### config.mk
export PLATFORM = sky130hd
export DESIGN_NAME = count_event_monitor
export DESIGN_NICKNAME = d
export VERILOG_FILES = /design/src/rtl/count_event_monitor.sv
export SDC_FILE = /design/constraint.sdc
export NUM_CORES = 1
export LEC_CHECK = 0
export CAP_MARGIN = 25
export CORE_MARGIN = 10
export CORE_UTILIZATION = 53
export DETAILED_ROUTE_END_ITERATION = 16
export GPL_ROUTABILITY_DRIVEN = 0
export HOLD_SLACK_MARGIN = 0.1
export PLACE_DENSITY = 0.87
export SLEW_MARGIN = 20
export SYNTH_ARGS = -nofsm -noshare
export SYNTH_HDL_FRONTEND = slang
export SYNTH_SLANG_ARGS = --single-unit
### constraint.sdc
create_clock -name clk -period 3.6 [get_ports clk]
set_input_delay 0.36 -clock clk [delete_from_list [all_inputs] [get_ports clk]]
set_output_delay 0.36 -clock clk [all_outputs]
set_load 0.05 [all_outputs]
### src/rtl/count_event_monitor.sv
// count_event_monitor: classifies each change of an observed free-running counter
// as hold, step, wrap, restart or fault and keeps saturating statistics.
module count_event_monitor #(
   parameter int CNT_W  = 4,
   parameter int STAT_W = 8
) (
   input  logic              clk,
   input  logic              rst,
   input  logic [CNT_W-1:0]  count,
   input  logic              clr,
   output logic              wrap_pulse,
   output logic              restart_pulse,
   output logic [STAT_W-1:0] wraps,
   output logic [STAT_W-1:0] restarts,
   output logic              fault,
   output logic [CNT_W-1:0]  fault_prev,
   output logic [CNT_W-1:0]  fault_val,
   output logic [1:0]        state
);
   typedef enum logic [1:0] {IDLE = 2'd0, TRACK = 2'd1, FLT = 2'd2} state_t;
   localparam logic [CNT_W-1:0] TOP = '1;
   state_t st;
   logic [CNT_W-1:0] prev;
   logic is_hold, is_step, is_wrap, is_restart;
   assign state      = st;
   assign is_hold    = count == prev;
   assign is_step    = count == CNT_W'(prev + 1'b1) && prev != TOP;
   assign is_wrap    = prev == TOP && count == '0;
   assign is_restart = count == '0 && prev != '0 && prev != TOP;
   always_ff @(posedge clk) begin
      if (!rst) begin
         st            <= IDLE;
         prev          <= '0;
         wrap_pulse    <= 1'b0;
         restart_pulse <= 1'b0;
         wraps         <= '0;
         restarts      <= '0;
         fault         <= 1'b0;
         fault_prev    <= '0;
         fault_val     <= '0;
      end else if (clr) begin
         st            <= IDLE;
         prev          <= count;
         wrap_pulse    <= 1'b0;
         restart_pulse <= 1'b0;
         wraps         <= '0;
         restarts      <= '0;
         fault         <= 1'b0;
         fault_prev    <= '0;
         fault_val     <= '0;
      end else begin
         prev          <= count;
         wrap_pulse    <= 1'b0;
         restart_pulse <= 1'b0;
         if (st == IDLE) st <= TRACK;
         else if (st == TRACK) begin
            if (is_wrap) begin
               wrap_pulse <= 1'b1;
               if (wraps != '1) wraps <= wraps + 1'b1;
            end else if (is_restart) begin
               restart_pulse <= 1'b1;
               if (restarts != '1) restarts <= restarts + 1'b1;
            end else if (!is_hold && !is_step) begin
               // first illegal transition is latched; FAULT freezes everything but prev
               fault      <= 1'b1;
               fault_prev <= prev;
               fault_val  <= count;
               st         <= FLT;
            end
         end
      end
   end
endmodule

* Word-level counts from Yosys, hierarchy flattened
Cells that the tools add are included.
** Word-level totals
- Flip-flop bits (word level) :: 33
- Input bits :: 7
- Output and inout port bits :: 29
- Logic and storage cells :: 55
** Operators by class
- $add $sub $neg :: 3
- Eq/ne operators :: 9
- Muxes and demuxes :: 7
- Bitwise gates (word level) :: 5
- Reductions and logical operators :: 21
** Operators by type and width (number)
- $add A8 B1 Y8 const B :: 2
- $ne A8 B8 Y1 const B :: 2
- $reduce_and A4 Y1 :: 3
- $reduce_and A5 Y1 :: 2
- $eq A4 B4 Y1 :: 2
- $mux W1 :: 7
- $logic_and A1 B1 Y1 :: 5
- $not A1 Y1 :: 5
- $reduce_or A5 Y1 :: 1
- $add A4 B1 Y4 const B :: 1
- $eq A4 B4 Y1 const B :: 1
- $logic_not A4 Y1 :: 1
- $ne A2 B1 Y1 const B :: 2
- $ne A4 B4 Y1 const B :: 1
- $reduce_bool A2 Y1 :: 2
- $reduce_bool A4 Y1 :: 1
- $reduce_or A4 Y1 :: 1
- $reduce_or A3 Y1 :: 1
- $eq A2 B1 Y1 const B :: 1
- $logic_not A1 Y1 :: 2
- $logic_not A2 Y1 :: 1
- $reduce_or A2 Y1 :: 1

* Depth between registers and ports, before layout
- Depth after elaboration :: 10
- Gate-level depth with buffers :: 8
- Gate-level depth less buffers :: 7

* Least setup slack after synthesis
OpenSTA, ideal clock, no wires.
- Path kind :: register -> register
- From :: register st[0] (netlist: state[0])
- To :: register restarts[5]
- Setup time :: 0.116 ns
- Arrival :: 1.959 ns
- Data required time :: 3.484 ns
- Slack :: 1.525 ns
- Cell stages (with the launch flop) :: 6
- Clock period less this slack :: 2.075 ns
- Cell sequence :: dfxtp_1 > nor2b_1 > or2b_1 > nor4b_4 > a31oi_1 > a41o_1
** On the way
- Longest elaborated chain between the ends :: 3
** RTL lines
- start, declared :: RTL line 22 : state_t st;
- start signal, assigned :: RTL line 32 : st <= IDLE;
- start signal, assigned :: RTL line 42 : st <= IDLE;
- start signal, assigned :: RTL line 55 : if (st == IDLE) st <= TRACK;
- $logic_not A2 Y1 :: RTL line 55
- $not A1 Y1 (no source line)
- $reduce_and A5 Y1 (no source line) *
- end signal, assigned :: RTL line 62 : if (restarts != '1) restarts <= restarts + 1'b1;
- end, declared :: RTL line 14 : output logic [STAT_W-1:0] restarts,
Mark *: on every way between the ends. The rest lies on a longest branch, timed or not.
A chain may end at the register's enable or synchronous reset.

* Final worst setup path
- From :: register prev[0]
- To :: register restarts[5]
** On the way
- Longest elaborated chain between the ends :: 4
** RTL lines
- start, declared :: RTL line 23 : logic [CNT_W-1:0] prev;
- start signal, assigned :: RTL line 43 : prev <= count;
- start signal, assigned :: RTL line 52 : prev <= count;
- $eq A4 B4 Y1 or $reduce_bool A4 Y1 (tied branches) :: RTL line 28, 29
- $logic_and A1 B1 Y1 (on tied branches) :: RTL line 28, 29
- $not A1 Y1 (no source line) or $logic_and A1 B1 Y1 (tied branches)
- $reduce_and A5 Y1 (no source line) *
Marked as above.

==> impl_metrics.toml <==
[global_routing]
grt_use_total_pct = 14.9
grt_pass1_wl_mm = 6.52
grt_pass1_vias = 1442
grt_start_max_net_pins = 27
grt-ovfl-total = 0
antenna_found_initial = 0

[hold_path]
hold_class = "reg2reg"
whs_endpoint = "fault_val[0]$_SDFFE_PP0P_"
holdPathStages = 2
hp-start = "fault_val[0]$_SDFFE_PP0P_"

[setup_path]
r2r_slack_ps = 1510
r2r_end = "restarts[5]$_SDFFE_PP0P_"
cp_cell_sequence = "ha_1 > and3_1 > or2b_1 > nor4b_4 > a31oi_1 > a41o_1"
crit_required_ps = 3840
cpPeakStageDelay_ps = 410
crit_type = "reg2reg"
cp_slowest_cell = "nor4b_4"
crit_arrival_ps = 2330
worstRegToRegCells = 6
endpoint_kind = "register"
r2r-start = "prev[0]$_SDFF_PN0_"
startpoint = "prev[0]$_SDFF_PN0_"
crit_path_start_kind = "register"
crit_path_max_fanout = 5

[timing]
tns_ps = 0
max_freq_mhz = 479
slew_violations = 0
rsz0062_at_grt = "no"
worst_slack_ps = 1510
relSlewSlack_pct = 32.4
holdWs_ps = 492
min_period_ps = 2090
hold_violations = 0
min_period_over_period_pct = 58.0
setup_viol_count_final = 0
worstMarginPinSlew_ps = 1010
finalClockSkew_ps = 13.1

[synth]
ys_ff_latch = 33
synth_nets = 182
ys_async_sr_fraction_pct = 0
syn_avg_cell_area_um2 = 9.37
seq_area_frac_synth_pct = 41.3
synth_edf_count = 0
synth_cell_types = 42
syn_inst = 171
ys.warnings.count = 0
syn_area_um2 = 1600
ys.flop_type = "dfxtp_1"

[floorplan]
initial_core_util_pct = 56.6
coreArea_um2 = 2830
die_area_um2 = 5620
die_y_um = 75.0
rows = 19
pin_count = 36
die_x_um = 75.0

[outcome]
status = "complete, no violations"

[power]
power_per_cell_area_nw_per_um2 = 326
p_leak_nw = 0.670
irDropWorstVdd_v = 0.000242

[cts]
insertion_delay_ps = 350
clk_path_buf_depth = 2
cts.htree.levels = 2
cts_made_buffers = 5
cts_hold_buf = 0
post_cts_buffers = 0
cts_resized = 0
clock-sinks = 33
ctsRootBufferMaster = "clkbuf_4"
cts_tree = "yes"
clk_pin_slew_ps = 100

[detailed_routing]
drc = 0
dr_total_vias = 1381
dr.pass1.iters = 4
avgViaCountPerCell = 5.75
wire_per_inst_um = 16.0
ant_nets = 0
drt_iter0_drc = 112
routed_wl_mm = 3.84

[placement]
port_buffers = 35
hpwlAfterDp_mm = 2.89
post-place-ws_ps = 1190

[final_layout]
diodes = 0
nFillCells = 232
final_util_pct = 71.6
fin_nets = 219
drive_gt1_share_pct = 10.0
area_delta_synth_final_pct = 26.6

[run]
maxCapViolations = 0
[worst max-delay path, delay by kind of cell (launching register included)]
family,cells,cell delay [ps]
and+or+nand+nor,3,970
AOI/OAI and AO/OA,2,380
adders and majority gates,1,250
DFF,1,380
[cell usage after synthesis (all sizes together), types with 2 or more instances]
| master | number | share of area, % |
|---|---|---|
| or3 | 2 | 1.1 |
| xor2 | 4 | 2.2 |
| nor4b | 2 | 2.4 |
| a2111oi | 3 | 3.6 |
| nor3b | 2 | 1.3 |
| clkbuf | 5 | 1.2 |
| and2 | 4 | 1.6 |
| nand3 | 15 | 5.0 |
| o21ai | 12 | 4.0 |
| mux2i | 3 | 1.9 |
| nor2 | 17 | 4.1 |
| o21a | 2 | 0.94 |
| a21oi | 12 | 3.8 |
| inv | 3 | 0.70 |
| nand2b | 3 | 1.2 |
| nor2b | 5 | 2.0 |
| nand4 | 3 | 1.2 |
| nor3 | 4 | 1.6 |
| xnor2 | 11 | 6.0 |
| dfxtp | 33 | 41 |
| and3 | 2 | 0.78 |
| ha | 4 | 3.1 |
| nand2 | 9 | 2.1 |
| a211oi | 2 | 1.7 |
| a31o | 2 | 1.1 |
[registers in the layout, indices dropped and copies added, names as in the netlist, 2 cells and up]
name        count
restarts        8
state           2
prev            4
fault_val       4
fault_prev      4
wraps           8
[placed cells by master, fill, tap and decap left out, types with 2 or more instances in the layout]
cell type | Yosys | final
a31o_1 | 2 | 2
clkinv_2 | 0 | 2
nor3_1 | 3 | 3
o21ai_0 | 3 | 3
nand2b_1 | 3 | 3
nor2_1 | 16 | 16
dfxtp_1 | 33 | 33
o21a_1 | 2 | 2
nand2_1 | 9 | 9
inv_1 | 3 | 3
a2111oi_2 | 2 | 2
nand3_1 | 14 | 14
clkdlybuf4s50_1 | 0 | 35
mux2i_1 | 3 | 3
and2_1 | 4 | 4
a21oi_1 | 12 | 12
o21ai_1 | 8 | 8
and3_1 | 2 | 2
nand4_1 | 3 | 3
ha_1 | 4 | 4
xnor2_1 | 11 | 11
nor2b_1 | 5 | 5
xor2_1 | 4 | 4
clkbuf_4 | 0 | 5
[stage by stage]
| stage | total power (W) | cell area (um2) | std cells |
|---|---|---|---|
| 3_5_place_dp | 0.000463 | 1970 | 232 |
| 4_1_cts | 0.000664 | 2030 | 240 |
| 6_report | 0.000660 | 2030 | 240 |
| 3_3_place_gp | 0.000460 | 1970 | 232 |
| 2_1_floorplan | 0.000437 | 1600 | 171 |
| 5_1_grt | 0.000694 | 2030 | 240 |
[logic make-up after synthesis]
logic type / share of synthesized area [%]
multiplexers: 1.88
AO/OA/AOI/OAI: 16.6
buffers and inverters: 1.88
flip-flops: 41.2
adder cells (fa/ha/maj): 3.13
AND/OR/NAND/NOR: 27.0
XOR/XNOR: 8.20
[how the worst max path moves through the flow]
| stage | cells past startpoint | end | slack, ps |
|---|---|---|---|
| after CTS | 6 | restarts[5]$_SDFFE_PP0P_ | 1520 |
| after floorplan | 5 | restarts[5]$_SDFFE_PP0P_ | 1520 |
| after global routing | 6 | restarts[5]$_SDFFE_PP0P_ | 1410 |
| after detailed placement | 6 | restarts[5]$_SDFFE_PP0P_ | 1190 |
| final | 6 | restarts[5]$_SDFFE_PP0P_ | 1510 |
| after global placement | 6 | restarts[5]$_SDFFE_PP0P_ | 1310 |
[final cells by class]
class | instances | area [um2] | share of cell area (%)
tap | 31 | 38.8 | 1.91
timing repair buffer | 35 | 350 | 17.3
sequential | 33 | 661 | 32.6
clock inverter | 3 | 17.5 | 0.864
multi-input combinational | 130 | 911 | 44.9
clock buffer | 5 | 37.5 | 1.85
inverter | 3 | 11.3 | 0.556
[power breakdown]
part	internal (W)	total (W)	switching (W)
sequential	0.000371	0.000377	0.00000619
clock	0.0000735	0.000205	0.000132
combinational	0.0000283	0.0000778	0.0000495
[per-layer routing]
metal	track usage (%)	routed length [um]	vias up
met3	6.70	272	9
li1	-	-	679
met5	0	0	-
met1	15.9	1590	660
met2	25.1	1910	33
met4	5.67	59	0
Note: power is estimated with default switching activity, not from simulation.
==> edit, RTL diff (same settings) <==
The parameter `CNT_W` goes from 4 to 3.
--- a/src/rtl/count_event_monitor.sv
+++ b/src/rtl/count_event_monitor.sv
@@ -1,7 +1,7 @@
 // count_event_monitor: classifies each change of an observed free-running counter
 // as hold, step, wrap, restart or fault and keeps saturating statistics.
 module count_event_monitor #(
-   parameter int CNT_W  = 4,
+   parameter int CNT_W  = 3,
    parameter int STAT_W = 8
 ) (
    input  logic              clk,
Interface: changed (resized count, fault_prev and fault_val); port bits go from 36 to 33. The function was not compared with the original's and may differ.
==> edit against the unedited design <==
Setup slack lost 0.21 ns. Cell area down 9.8%. Global-route usage shrank 1.8 points. Area after synthesis down 12%. Maximum frequency down 9.3%. Synthesized cell count is 9.4% lower. Clock skew shrank 0.0056 ns. Total power rose by 2.5%. Sequential cell count decreased by 3. Routed wire length is 14% lower.
==> edit: results (changes against the unedited design) <==
CP max FO - 7 (+2)
Worst Skew - 0.00754 ns (-0.00559 ns)
Post-CTS Setup Inserts - 0 (unchanged)
worst path arrival time - 2.54 ns (+0.21 ns)
syn_nets - 166 (-8.8%)
Post-DP HPWL - 2.39 mm (-17%)
Num CTS Buffers - 5 (unchanged)
vias per cell - 5.92 (+2.8%)
vias in the first global route - 1264 (-12%)
run status - finished, final reports clean
Total GRT Usage - 0.131 (-0.0179)
Clk Latency, worst-skew pair - 0.33 ns (-0.02 ns)
biggest regs - restarts: 8 flops, wraps: 8 flops
HP Class - flop to flop
list of most frequent post-synthesis cells - 30 x dfxtp_1, 20 x nand2_1, 9 x a21oi_1
CTS Buffer Depth - 2 (unchanged)
H-tree depth - 2 (unchanged)
Max VDD drop - 0.000452 V (+86%)
leak pwr - 0.000641 uW (-4.4%)
initial antenna violation count - 0 (unchanged)
layout cells sized above 1 - 0.0688 (-0.0317)
largest cells by area after synthesis - dfxtp_1 43%, nand2_1 5.3%, ha_1 4.5%
critical path startpoint - count[0]
I/O Buffers - 32 (-8.6%)
drt first pass iters - 4 (unchanged)
DP Cell Count - 212 (-8.6%)
first-pass GRT wire length - 5.49 mm (-16%)
Avg WL per Cell - 15.1 um (-5.7%)
biggest area consumer among synthesized cells - dfxtp_1
placed cell areas - 1750 um^2 (-11%)
Yosys cell types - 39 (-7.1%)
DR iter-0 viols - 137 (+22%)
synthesized-area fraction occupied by xor and xnor cells - 0.0312 (-0.0508)
Int Power - 523 uW (+11%)
clk root buf - clkbuf_4
final net count - 200 (-8.7%)
Syn Area/Cell - 9.06 um^2 (-3.3%)
ant diodes - 0 (unchanged)
compound-gate portion of the synthesized area - 0.175 (+0.00828)
Reg clk slew, reported paths - 0.10 ns (about the same)
post-synthesis sequential area ratio - 0.428 (+0.0153)
Adder-Cell Fraction of Synth Area - 0.0446 (+0.0133)
yosys warns - 0 (unchanged)
slowest stage cell, crit path - nor4_1
max incr delay on CP - 0.77 ns (+0.36 ns)
Crit path max-delay family - simple AND/OR/NAND/NOR gates
origin of the critical flop-to-flop path - prev[0]$_SDFF_PN0_
CTS resizes - 0 (unchanged)
fraction of synthesized area in multiplexers - 0.0428 (+0.0240)
asr flop ratio synth - 0 (unchanged)
Non-Filler Instances - 219 (-8.8%)
largest net degree at the start of global routing - 21 (-22%)
post-detailed-route count of antenna-violating nets - 0 (unchanged)
hold_sp - fault_prev[1]$_SDFFE_PP0P_
Max transition margin - 0.379 (+0.0552)
-- edit: power groups by stage --
stage               registers, uW  clock network (uW)  logic [uW]
detailed placement            349                   0        59.8
global route                  342                 296        64.9
finish                        341                 275        60.5
CTS                           341                 280        60.5
floorplan                     358                   0        29.1
global placement              348                   0        58.3
-- edit: cells by family after synthesis --
family,Yosys count
and+or+nand+nor,62
DFF,30
xor gates and xnor gates,5
AOI/OAI and AO/OA,35
buffers and inverters,12
muxes,6
adders and majority gates,5
-- edit: area by class of cell --
| cell class | instances | area, um^2 |
|---|---|---|
| flip-flops and latches | 30 | 601 |
| repair buffers | 34 | 335 |
| inverters | 5 | 18.8 |
| fillers | 194 | 672 |
| well taps | 30 | 37.5 |
| clock inverters | 1 | 30.0 |
| multi-input cells | 113 | 754 |
| clock buffers | 6 | 51.3 |
-- edit: path summary, 6_finish.rpt --
| kind | endpoint | slack, ns | cells past startpoint |
|---|---|---|---|
| min | fault_prev[1]$_SDFFE_PP0P_ | 0.46 | 2 |
| max reg2reg | wraps[7]$_SDFFE_PP0P_ | 1.35 | 6 |
| max | wraps[7]$_SDFFE_PP0P_ | 1.30 | 5 |
| min reg2reg | fault_prev[1]$_SDFFE_PP0P_ | 0.46 | 2 |
-- edit: worst register-to-register path: cells and delay by family, from the launching register on --
family,cells,cell delay [ns]
AOI/OAI and AO/OA,2,0.48
adders and majority gates,2,0.40
buffers and inverters,1,0.08
DFF,1,0.41
and+or+nand+nor,1,0.80
-- edit: through the flow --
step           hold slack [ns]  setup WS (ns)  total power [uW]
3_5_place_dp             0.446          0.979               408
4_1_cts                  0.468           1.33               681
6_report                 0.464           1.30               676
5_1_grt                  0.474           1.11               703
2_1_floorplan            0.480           1.50               387
3_3_place_gp             0.446           1.04               407
-- edit: layer usage --
layer  up-vias  GRT usage  part of all wire
met5         -          0                 0
met4         0     0.0753             0.013
met3         4     0.0813             0.095
met2        45      0.208              0.48
met1       598      0.127              0.41
li1        649          -                 -
